[src/rtl/muldiv_unit.sv]
// rtl/muldiv_unit.sv - RV32M multiply pipeline and iterative divider sharing one tagged result port
`timescale 1ns/1ps

// Multiplies complete in MUL_STAGES cycles without stalling. Divides run a
// restoring iteration on operand magnitudes and fix up signs on the last
// step. Both feed a single registered result broadcast, with the multiply
// pipeline exit taking priority over a finished divide.
module muldiv_unit #(
  parameter int ROB_WIDTH  = 4,
  parameter int XLEN       = 32,
  parameter int MUL_STAGES = 2
) (
  input  logic                 clk_in,
  input  logic                 rst_in,
  input  logic                 rdy_in,
  input  logic                 clear_signal,
  input  logic                 cal_signal,
  input  logic [2:0]           opcode,
  input  logic [XLEN-1:0]      lhs,
  input  logic [XLEN-1:0]      rhs,
  input  logic [ROB_WIDTH-1:0] tag,
  output logic                 div_busy,
  output logic                 done_result,
  output logic [XLEN-1:0]      value_result,
  output logic [ROB_WIDTH-1:0] tag_result
);

  localparam int CW    = $clog2(XLEN) + 1;
  localparam int NPIPE = (MUL_STAGES > 1) ? (MUL_STAGES - 1) : 1;

  typedef enum logic [1:0] {
    S_IDLE = 2'd0,
    S_RUN  = 2'd1,
    S_DONE = 2'd2
  } div_state_t;

  // ---------------------------------------------------------------------
  // Issue qualification
  // ---------------------------------------------------------------------
  logic issue_ok;
  logic mul_issue;
  logic div_issue;

  assign issue_ok  = rdy_in & cal_signal & ~clear_signal;
  assign mul_issue = issue_ok & ~opcode[2];
  assign div_issue = issue_ok & opcode[2] & ~div_busy;

  // ---------------------------------------------------------------------
  // Multiply: full-width product, result half selected at issue
  // ---------------------------------------------------------------------
  logic                 mul_a_signed;
  logic                 mul_b_signed;
  logic [2*XLEN-1:0]    mul_a;
  logic [2*XLEN-1:0]    mul_b;
  logic [2*XLEN-1:0]    mul_prod;
  logic [XLEN-1:0]      mul_word;

  logic                 mul_exit_v;
  logic [XLEN-1:0]      mul_exit_val;
  logic [ROB_WIDTH-1:0] mul_exit_tag;

  // Sign-extend operands per opcode so one 2*XLEN multiply covers all four forms
  always_comb begin
    mul_a_signed = (opcode[1:0] == 2'b01) | (opcode[1:0] == 2'b10);
    mul_b_signed = (opcode[1:0] == 2'b01);
    mul_a        = {{XLEN{mul_a_signed & lhs[XLEN-1]}}, lhs};
    mul_b        = {{XLEN{mul_b_signed & rhs[XLEN-1]}}, rhs};
    mul_prod     = mul_a * mul_b;
    mul_word     = (opcode[1:0] == 2'b00) ? mul_prod[XLEN-1:0] : mul_prod[2*XLEN-1:XLEN];
  end

  generate
    if (MUL_STAGES == 1) begin : g_mul_direct
      assign mul_exit_v   = mul_issue;
      assign mul_exit_val = mul_word;
      assign mul_exit_tag = tag;
    end else begin : g_mul_pipe
      logic [NPIPE-1:0]     pv_q;
      logic [XLEN-1:0]      pval_q [NPIPE];
      logic [ROB_WIDTH-1:0] ptag_q [NPIPE];

      // Stage valids: shift each enabled cycle, dropped entirely on flush
      always_ff @(posedge clk_in) begin
        if (!rst_in) begin
          pv_q <= '0;
        end else if (rdy_in) begin
          if (clear_signal) begin
            pv_q <= '0;
          end else begin
            pv_q[0] <= mul_issue;
            for (int i = 1; i < NPIPE; i++) begin
              pv_q[i] <= pv_q[i-1];
            end
          end
        end
      end

      // Stage payloads: only meaningful where the matching valid is set
      always_ff @(posedge clk_in) begin
        if (rdy_in) begin
          pval_q[0] <= mul_word;
          ptag_q[0] <= tag;
          for (int i = 1; i < NPIPE; i++) begin
            pval_q[i] <= pval_q[i-1];
            ptag_q[i] <= ptag_q[i-1];
          end
        end
      end

      assign mul_exit_v   = pv_q[NPIPE-1];
      assign mul_exit_val = pval_q[NPIPE-1];
      assign mul_exit_tag = ptag_q[NPIPE-1];
    end
  endgenerate

  // ---------------------------------------------------------------------
  // Divider
  // ---------------------------------------------------------------------
  div_state_t           state_q;
  div_state_t           state_d;

  logic [XLEN-1:0]      rem_q;
  logic [XLEN-1:0]      quo_q;
  logic [XLEN-1:0]      dvs_q;
  logic [CW-1:0]        cnt_q;
  logic                 neg_quo_q;
  logic                 neg_rem_q;
  logic                 want_rem_q;
  logic [XLEN-1:0]      dres_q;
  logic [ROB_WIDTH-1:0] dtag_q;

  logic                 div_out;
  logic                 last_iter;

  logic                 d_signed;
  logic                 lhs_neg;
  logic                 rhs_neg;
  logic [XLEN-1:0]      lhs_mag;
  logic [XLEN-1:0]      rhs_mag;
  logic                 div_by_zero;
  logic                 div_overflow;
  logic                 div_special;
  logic [XLEN-1:0]      special_res;

  logic [XLEN:0]        shifted;
  logic [XLEN:0]        diff;
  logic                 take;
  logic [XLEN-1:0]      rem_nx;
  logic [XLEN-1:0]      quo_nx;
  logic [XLEN-1:0]      quo_fix;
  logic [XLEN-1:0]      rem_fix;

  // Operand magnitudes and the two cases that bypass iteration
  always_comb begin
    d_signed     = ~opcode[0];
    lhs_neg      = d_signed & lhs[XLEN-1];
    rhs_neg      = d_signed & rhs[XLEN-1];
    lhs_mag      = lhs_neg ? (~lhs + 1'b1) : lhs;
    rhs_mag      = rhs_neg ? (~rhs + 1'b1) : rhs;
    div_by_zero  = (rhs == '0);
    div_overflow = d_signed & (lhs == {1'b1, {(XLEN-1){1'b0}}}) & (&rhs);
    div_special  = div_by_zero | div_overflow;
    if (opcode[1]) begin
      special_res = div_by_zero ? lhs : '0;
    end else begin
      special_res = div_by_zero ? '1 : lhs;
    end
  end

  // One restoring step: shift in next dividend bit, subtract if it fits
  always_comb begin
    shifted = {rem_q, quo_q[XLEN-1]};
    diff    = shifted - {1'b0, dvs_q};
    take    = ~diff[XLEN];
    rem_nx  = take ? diff[XLEN-1:0] : shifted[XLEN-1:0];
    quo_nx  = {quo_q[XLEN-2:0], take};
    quo_fix = neg_quo_q ? (~quo_nx + 1'b1) : quo_nx;
    rem_fix = neg_rem_q ? (~rem_nx + 1'b1) : rem_nx;
  end

  // Divider state register; holds while paused
  always_ff @(posedge clk_in) begin
    if (!rst_in) begin
      state_q <= S_IDLE;
    end else if (rdy_in) begin
      state_q <= state_d;
    end
  end

  // Divider next state: flush wins, a waiting result yields to a mul exit
  always_comb begin
    state_d = state_q;
    if (clear_signal) begin
      state_d = S_IDLE;
    end else begin
      case (state_q)
        S_IDLE: begin
          if (div_issue) begin
            state_d = div_special ? S_DONE : S_RUN;
          end
        end
        S_RUN: begin
          if (last_iter) begin
            state_d = S_DONE;
          end
        end
        S_DONE: begin
          if (!mul_exit_v) begin
            state_d = S_IDLE;
          end
        end
        default: state_d = S_IDLE;
      endcase
    end
  end

  // Divider outputs decoded from the current state
  always_comb begin
    div_busy  = (state_q != S_IDLE);
    div_out   = (state_q == S_DONE) & ~mul_exit_v;
    last_iter = (state_q == S_RUN) & (cnt_q == CW'(XLEN - 1));
  end

  // Divider datapath: load on issue, iterate in RUN, sign-fix on the last step
  always_ff @(posedge clk_in) begin
    if (rdy_in) begin
      if (div_issue) begin
        rem_q      <= '0;
        quo_q      <= lhs_mag;
        dvs_q      <= rhs_mag;
        cnt_q      <= '0;
        neg_quo_q  <= lhs_neg ^ rhs_neg;
        neg_rem_q  <= lhs_neg;
        want_rem_q <= opcode[1];
        dtag_q     <= tag;
        dres_q     <= special_res;
      end else if (state_q == S_RUN) begin
        rem_q <= rem_nx;
        quo_q <= quo_nx;
        cnt_q <= cnt_q + CW'(1);
        if (last_iter) begin
          dres_q <= want_rem_q ? rem_fix : quo_fix;
        end
      end
    end
  end

  // ---------------------------------------------------------------------
  // Result broadcast: mul exit first, then a finished divide
  // ---------------------------------------------------------------------
  // Registered result port; value and tag hold between pulses
  always_ff @(posedge clk_in) begin
    if (!rst_in) begin
      done_result  <= 1'b0;
      value_result <= '0;
      tag_result   <= '0;
    end else if (rdy_in) begin
      if (clear_signal) begin
        done_result <= 1'b0;
      end else if (mul_exit_v) begin
        done_result  <= 1'b1;
        value_result <= mul_exit_val;
        tag_result   <= mul_exit_tag;
      end else if (div_out) begin
        done_result  <= 1'b1;
        value_result <= dres_q;
        tag_result   <= dtag_q;
      end else begin
        done_result <= 1'b0;
      end
    end
  end

endmodule

[config.mk]
export PLATFORM = sky130hd
export DESIGN_NAME = muldiv_unit
export DESIGN_NICKNAME = d
export VERILOG_FILES = /design/src/rtl/muldiv_unit.sv
export SDC_FILE = /design/constraint.sdc
export NUM_CORES = 2
export LEC_CHECK = 0
export ABC_AREA = 1
export BUFFER_PORTS_ARGS = -buffer_cell sky130_fd_sc_hd__buf_2
export CORE_AREA = 2 2 373 375
export CTS_BUF_LIST = sky130_fd_sc_hd__clkbuf_8 sky130_fd_sc_hd__clkbuf_16
export DETAILED_ROUTE_END_ITERATION = 16
export DIE_AREA = 0 0 375 377
export PLACE_DENSITY = 0.57
export SYNTH_ARGS = -nofsm -noshare
export SYNTH_HDL_FRONTEND = slang
export SYNTH_SLANG_ARGS = --single-unit
[constraint.sdc]
create_clock -name clk_in -period 8.11 [get_ports clk_in]
set_input_delay 0.4055 -clock clk_in [delete_from_list [all_inputs] [get_ports clk_in]]
set_output_delay 0.4055 -clock clk_in [all_outputs]
set_load 0.05 [all_outputs]
Word-level counts from Yosys, hierarchy flattened
Memory sizes are Yosys's and may differ from the RTL's.
Cells that the tools add are included.
{"block": "word_totals", "ramBits": 36, "register_bits": 181, "memories": 2, "out_inout_bits": 38, "input_bits": 76}
{"block": "classes", "multipliers": 1, "mux": 33, "n_eq_ne": 9, "n_addsub": 6, "reduce_logical": 13, "bitwise_logic": 26}
{"memory": "g_mul_pipe.pval_q", "words": 1, "word_bits": 32, "rd": 1, "rd_ports_with_merged_regs": 0, "write_ports": 1, "line_no": "79", "rtl": "logic [XLEN-1:0] pval_q [NPIPE];"}
{"memory": "g_mul_pipe.ptag_q", "words": 1, "word_bits": 4, "rd": 1, "rd_ports_with_merged_regs": 0, "write_ports": 1, "line_no": "80", "rtl": "logic [ROB_WIDTH-1:0] ptag_q [NPIPE];"}
{"operator": "$mux 32", "n": 18}
{"operator": "$add 32x1->32 const B", "n": 4}
{"operator": "$not 32->32", "n": 4}
{"operator": "$mul 33x33->64", "n": 1}
{"operator": "$sub 33x32->33", "n": 1}
{"operator": "$eq 32x32->1 const B", "n": 1}
{"operator": "$logic_not 32->1", "n": 1}
{"operator": "$reduce_and 32->1", "n": 1}
{"operator": "$and 1x1->1", "n": 13}
{"operator": "$mux 2", "n": 5}
{"operator": "$ne 3x3->1 const B", "n": 3}
{"operator": "$mux 4", "n": 2}
{"operator": "$reduce_bool 2->1", "n": 4}
{"operator": "$add 6x1->6 const B", "n": 1}
{"operator": "$eq 6x5->1 const B", "n": 1}
{"operator": "$mux 1", "n": 6}
{"operator": "$mux 6", "n": 1}
{"operator": "$not 1->1", "n": 6}
{"operator": "$pmux 2 s3", "n": 1}
{"operator": "$reduce_and 3->1", "n": 2}
{"operator": "$eq 2x1->1 const B", "n": 2}
{"operator": "$eq 2x2->1 const B", "n": 2}
{"operator": "$logic_not 2->1", "n": 2}
{"operator": "$reduce_and 2->1", "n": 2}
{"operator": "other kinds (3)", "n": 4}

Depth between registers and ports, before layout
{"block": "depth", "depth_word": 9, "depth_mapped": 37, "depth_no_buf": 34}

Worst setup path before layout
Ideal clock, no wire load.
{"block": "synth_path", "kind": "input -> register", "start": "in opcode[1]", "end": "mem g_mul_pipe.pval_q[0][31], data pin", "arrival_ns": 8.318, "path_slack_ns": -0.462, "path_buffers": 3, "stages": 34, "cell_sequence": "inv_2 > buf_1 > clkbuf_1 > ha_1 > nand2_1 > clkbuf_1 > nor2_1 > fa_1 > fa_1 > fa_1 > inv_1 > fa_1 > inv_1 > fa_1 > fa_1 > inv_1 > fa_1 > fa_1 > inv_1 > ha_1 > nand2_1 > nor2_1 > inv_1 > nor4_1 > nand3_1 > nand3_1 > nand4_1 > nand2_1 > nand2_1 > o211ai_1 > nand3_1 > a21o_1 > nand3_1 > nand2_1"}
{"block": "synth_between", "elab_chain_cells": 5, "elab_cells_between_ends": 8}
{"item": "start: declaration", "line_no": "18", "rtl": "input logic [2:0] opcode,"}
{"item": "$eq 2x1->1 or $eq 2x2->1 (tied branches)", "line_no": "64, 65"}
{"item": "$or 1x1->1", "line_no": "64", "rtl": "mul_a_signed = (opcode[1:0] == 2'b01) | (opcode[1:0] == 2'b10);"}
{"item": "$and 1x1->1", "line_no": "66", "rtl": "mul_a = {{XLEN{mul_a_signed & lhs[XLEN-1]}}, lhs};"}
{"item": "$mul 33x33->64", "line_no": "68", "rtl": "mul_prod = mul_a * mul_b;"}
{"item": "$mux 32 (*)", "line_no": "69", "rtl": "mul_word = (opcode[1:0] == 2'b00) ? mul_prod[XLEN-1:0] : mul_prod[2*XLEN-1:XLEN];"}
{"item": "named net mul_word[31]", "line_no": "56", "rtl": "logic [XLEN-1:0] mul_word;"}
{"item": "end: declaration", "line_no": "79"}
The timed path passes the listed nets; every way through them passes the cells marked *.

Final worst setup path
{"block": "layout_path", "start": "in opcode[0]", "end": "mem g_mul_pipe.pval_q[0][8], data pin"}
Same word-level chain as after synthesis.

==> impl_metrics.json <==
{
  "synthFlopType": "edfxtp_1",
  "synth-compound-area-share_pct": 5.55,
  "avgSynthCellArea_um2": 7.76,
  "rsz0062_at_grt": "false",
  "num_io_pins": 114,
  "path_class": "in -> reg",
  "layout.cells.non_filler": 9219,
  "synth_edf_count": 177,
  "skew_ns": 0.0267,
  "grt_use_total_pct": 29.0,
  "grt.overflow.total": 0,
  "cpMaxStageDelayCell": "fa_2",
  "synth_top_family_by_area": "adder cells",
  "syn-cell-area_um2": 54500,
  "max_stage_delay_ns": 0.62,
  "synth_mux_area_share_pct": 0,
  "hp-start": "tag[0]",
  "synth_cell_types": 58,
  "worstSkewPairLatency_ns": 0.58,
  "synth-seq-area-share_pct": 11.2,
  "place_congestion": 1.00,
  "finalSetupViolations": 0,
  "yosys.area.top_type": "fa_1",
  "worst_pin_slew_ns": 0.979,
  "cp_common_cell": "fa_1",
  "hp-class": "in -> reg",
  "drtPass1Iterations": 6,
  "crit_required_ns": 8.42,
  "syn-num-nets": 8485,
  "cp-end-kind": "register",
  "period_minus_slack_ns": 7.80,
  "yosysTopAreaCellShare_pct": 41.3,
  "grt_antenna_before_repair": 19,
  "yosys-top-cells-count": "nand2_1, inv_1, fa_1",
  "postSynthCellCount": 7031,
  "grt_pass1_vias": 48629,
  "cts-buffers-inserted": 27,
  "ys.warnings.count": 0,
  "crit_buf_inv": 14,
  "coreArea_um2": 137000,
  "wire_per_inst_um": 21.7,
  "h-tree-depth": 1,
  "layout-drive-gt1-share_pct": 11.0,
  "drt_iter0_markers": 4158,
  "fin_tns_setup_ns": 0,
  "finalInstanceArea_um2": 61700,
  "port_buffers": 113,
  "ys_ff_latch": 217,
  "critPathLaunch": "opcode[0]",
  "dieHeight_um": 377,
  "place_inst": 9164,
  "r2r-start": "quo_q[31]",
  "ctsHoldBuffers": 0,
  "run_status": "complete, no violations",
  "cts_tree": "yes",
  "core.rowCount": 136,
  "crit_family": "adder cells",
  "die_w_um": 375,
  "maxCapViolCount": 0,
  "dpl.hpwl_um": 172000,
  "initial_core_util_pct": 39.8,
  "drt-total-wl_um": 200000,
  "synth-async-reset-ratio_pct": 0,
  "relSlewSlack_pct": 34.8,
  "cts_sinks": 217,
  "drc_errors": 0,
  "grt_pass1_wl_um": 306000,
  "layout.area.seq_um2": 6120,
  "ant_nets": 0,
  "clock-root-buffer": "clkbuf_16",
  "path_clk_slew_ns": 0.06,
  "synth_fa_ha_area_share_pct": 47.3,
  "placed_area_um2": 60700,
  "crit_fanout": 5,
  "vias_per_cell": 5.05,
  "max_freq_mhz": 128,
  "drv_slew": 0,
  "yosysMostFrequentCell": "nand2_1",
  "synth_area_leaders": "fa_1, nand2_1, inv_1, edfxtp_1, ha_1",
  "fin_crit_sh_pct": 96.1,
  "cts_buffer_depth": 3,
  "multiInputGateArea_um2": 40200,
  "crit_arrival_ns": 8.11,
  "areaGrowthSynthToFinish_pct": 13.1,
  "grt_max_degree": 85,
  "synth-xor-area-share_pct": 1.64,
  "die-area_um2": 141000,
  "startpoint_type": "input port",
  "num-fill-cells": 13850,
  "synthSimpleGateAreaFrac_pct": 19.0,
  "finalNetCount": 8855,
  "hold_violations": 0,
  "num_vias": 46598,
  "final_util_pct": 45.0
}
per-layer routing:
metal  track usage [%]  part of all wire [%]  vias to the layer above  wire [um]
met5                 0                0.0085                        -         17
met4              11.4                   4.9                        2       9750
met3              3.79                   7.3                      316      14700
met2              46.5                    45                     1791      89900
met1              39.8                    43                    23307      86000
li1                  -                     -                    21182          -
state kept, by name, indices dropped and copies added, names as in the netlist:
name               cells
dtag_q                 4
neg_quo_q              1
g_mul_pipe.pval_q     32
dvs_q                 32
quo_q                 32
g_mul_pipe.pv_q        1
done_result            1
dres_q                32
rem_q                 32
cnt_q                  6
g_mul_pipe.ptag_q      4
tag_result             4
want_rem_q             1
state_q                2
value_result          32
neg_rem_q              1
cell type report:
cell class	count	share of cell area, %
Tap cell	1794	3.64
Antenna cell	4	0.0162
Multi-Input combinational cell	4601	65.1
Clock inverter	20	0.296
Timing Repair Buffer	680	8.51
Clock buffer	29	1.14
Inverter	1874	11.4
Sequential cell	217	9.91
cell families after synthesis:
kind of cell	after synthesis
xor gates and xnor gates	102
AOI/OAI and AO/OA	544
DFF	217
and+or+nand+nor	2568
buffers and inverters	2213
adders and majority gates	1387
path summary, 6_finish.rpt:
| check | endpoint | slack, ns | cells after the start |
|---|---|---|---|
| min reg2reg | state_q[0] | 0.49 | 2 |
| min | g_mul_pipe.ptag_q[0][0] | 0.03 | 1 |
| max reg2reg | dres_q[30] | 2.29 | 31 |
| max | g_mul_pipe.pval_q[0][8] | 0.31 | 33 |
stage by stage:
step	hold WS, ns	setup slack, ns
2_1_floorplan	0.458	0.00118
3_3_place_gp	0.467	-0.313
6_report	0.0317	0.313
4_1_cts	0.0115	0.209
3_5_place_dp	0.480	-0.355
5_1_grt	0.0240	0.0000977
cells in the final DEF (no fill, tap or decap), types with 35 or more instances in the layout:
master / count
nand4_1: 38
xor2_1: 72
dfxtp_1: 40
nor2_1: 329
fa_1: 1124
nand3_1: 160
ha_1: 250
nor3_1: 35
inv_1: 1867
buf_4: 531
o21ai_0: 231
a21oi_1: 163
buf_2: 109
nand2_1: 1889
a31oi_1: 60
edfxtp_1: 177
what timing repair did:
item | in CTS | in global routing
endpoints found under the setup margin | 0 | 13
gates resized for setup | 0 | 20
buffers inserted | 0 | 2
Power is left out: the tool's default activity adds up to more than one toggle a clock period on the data nets, which glitch-free logic cannot reach.
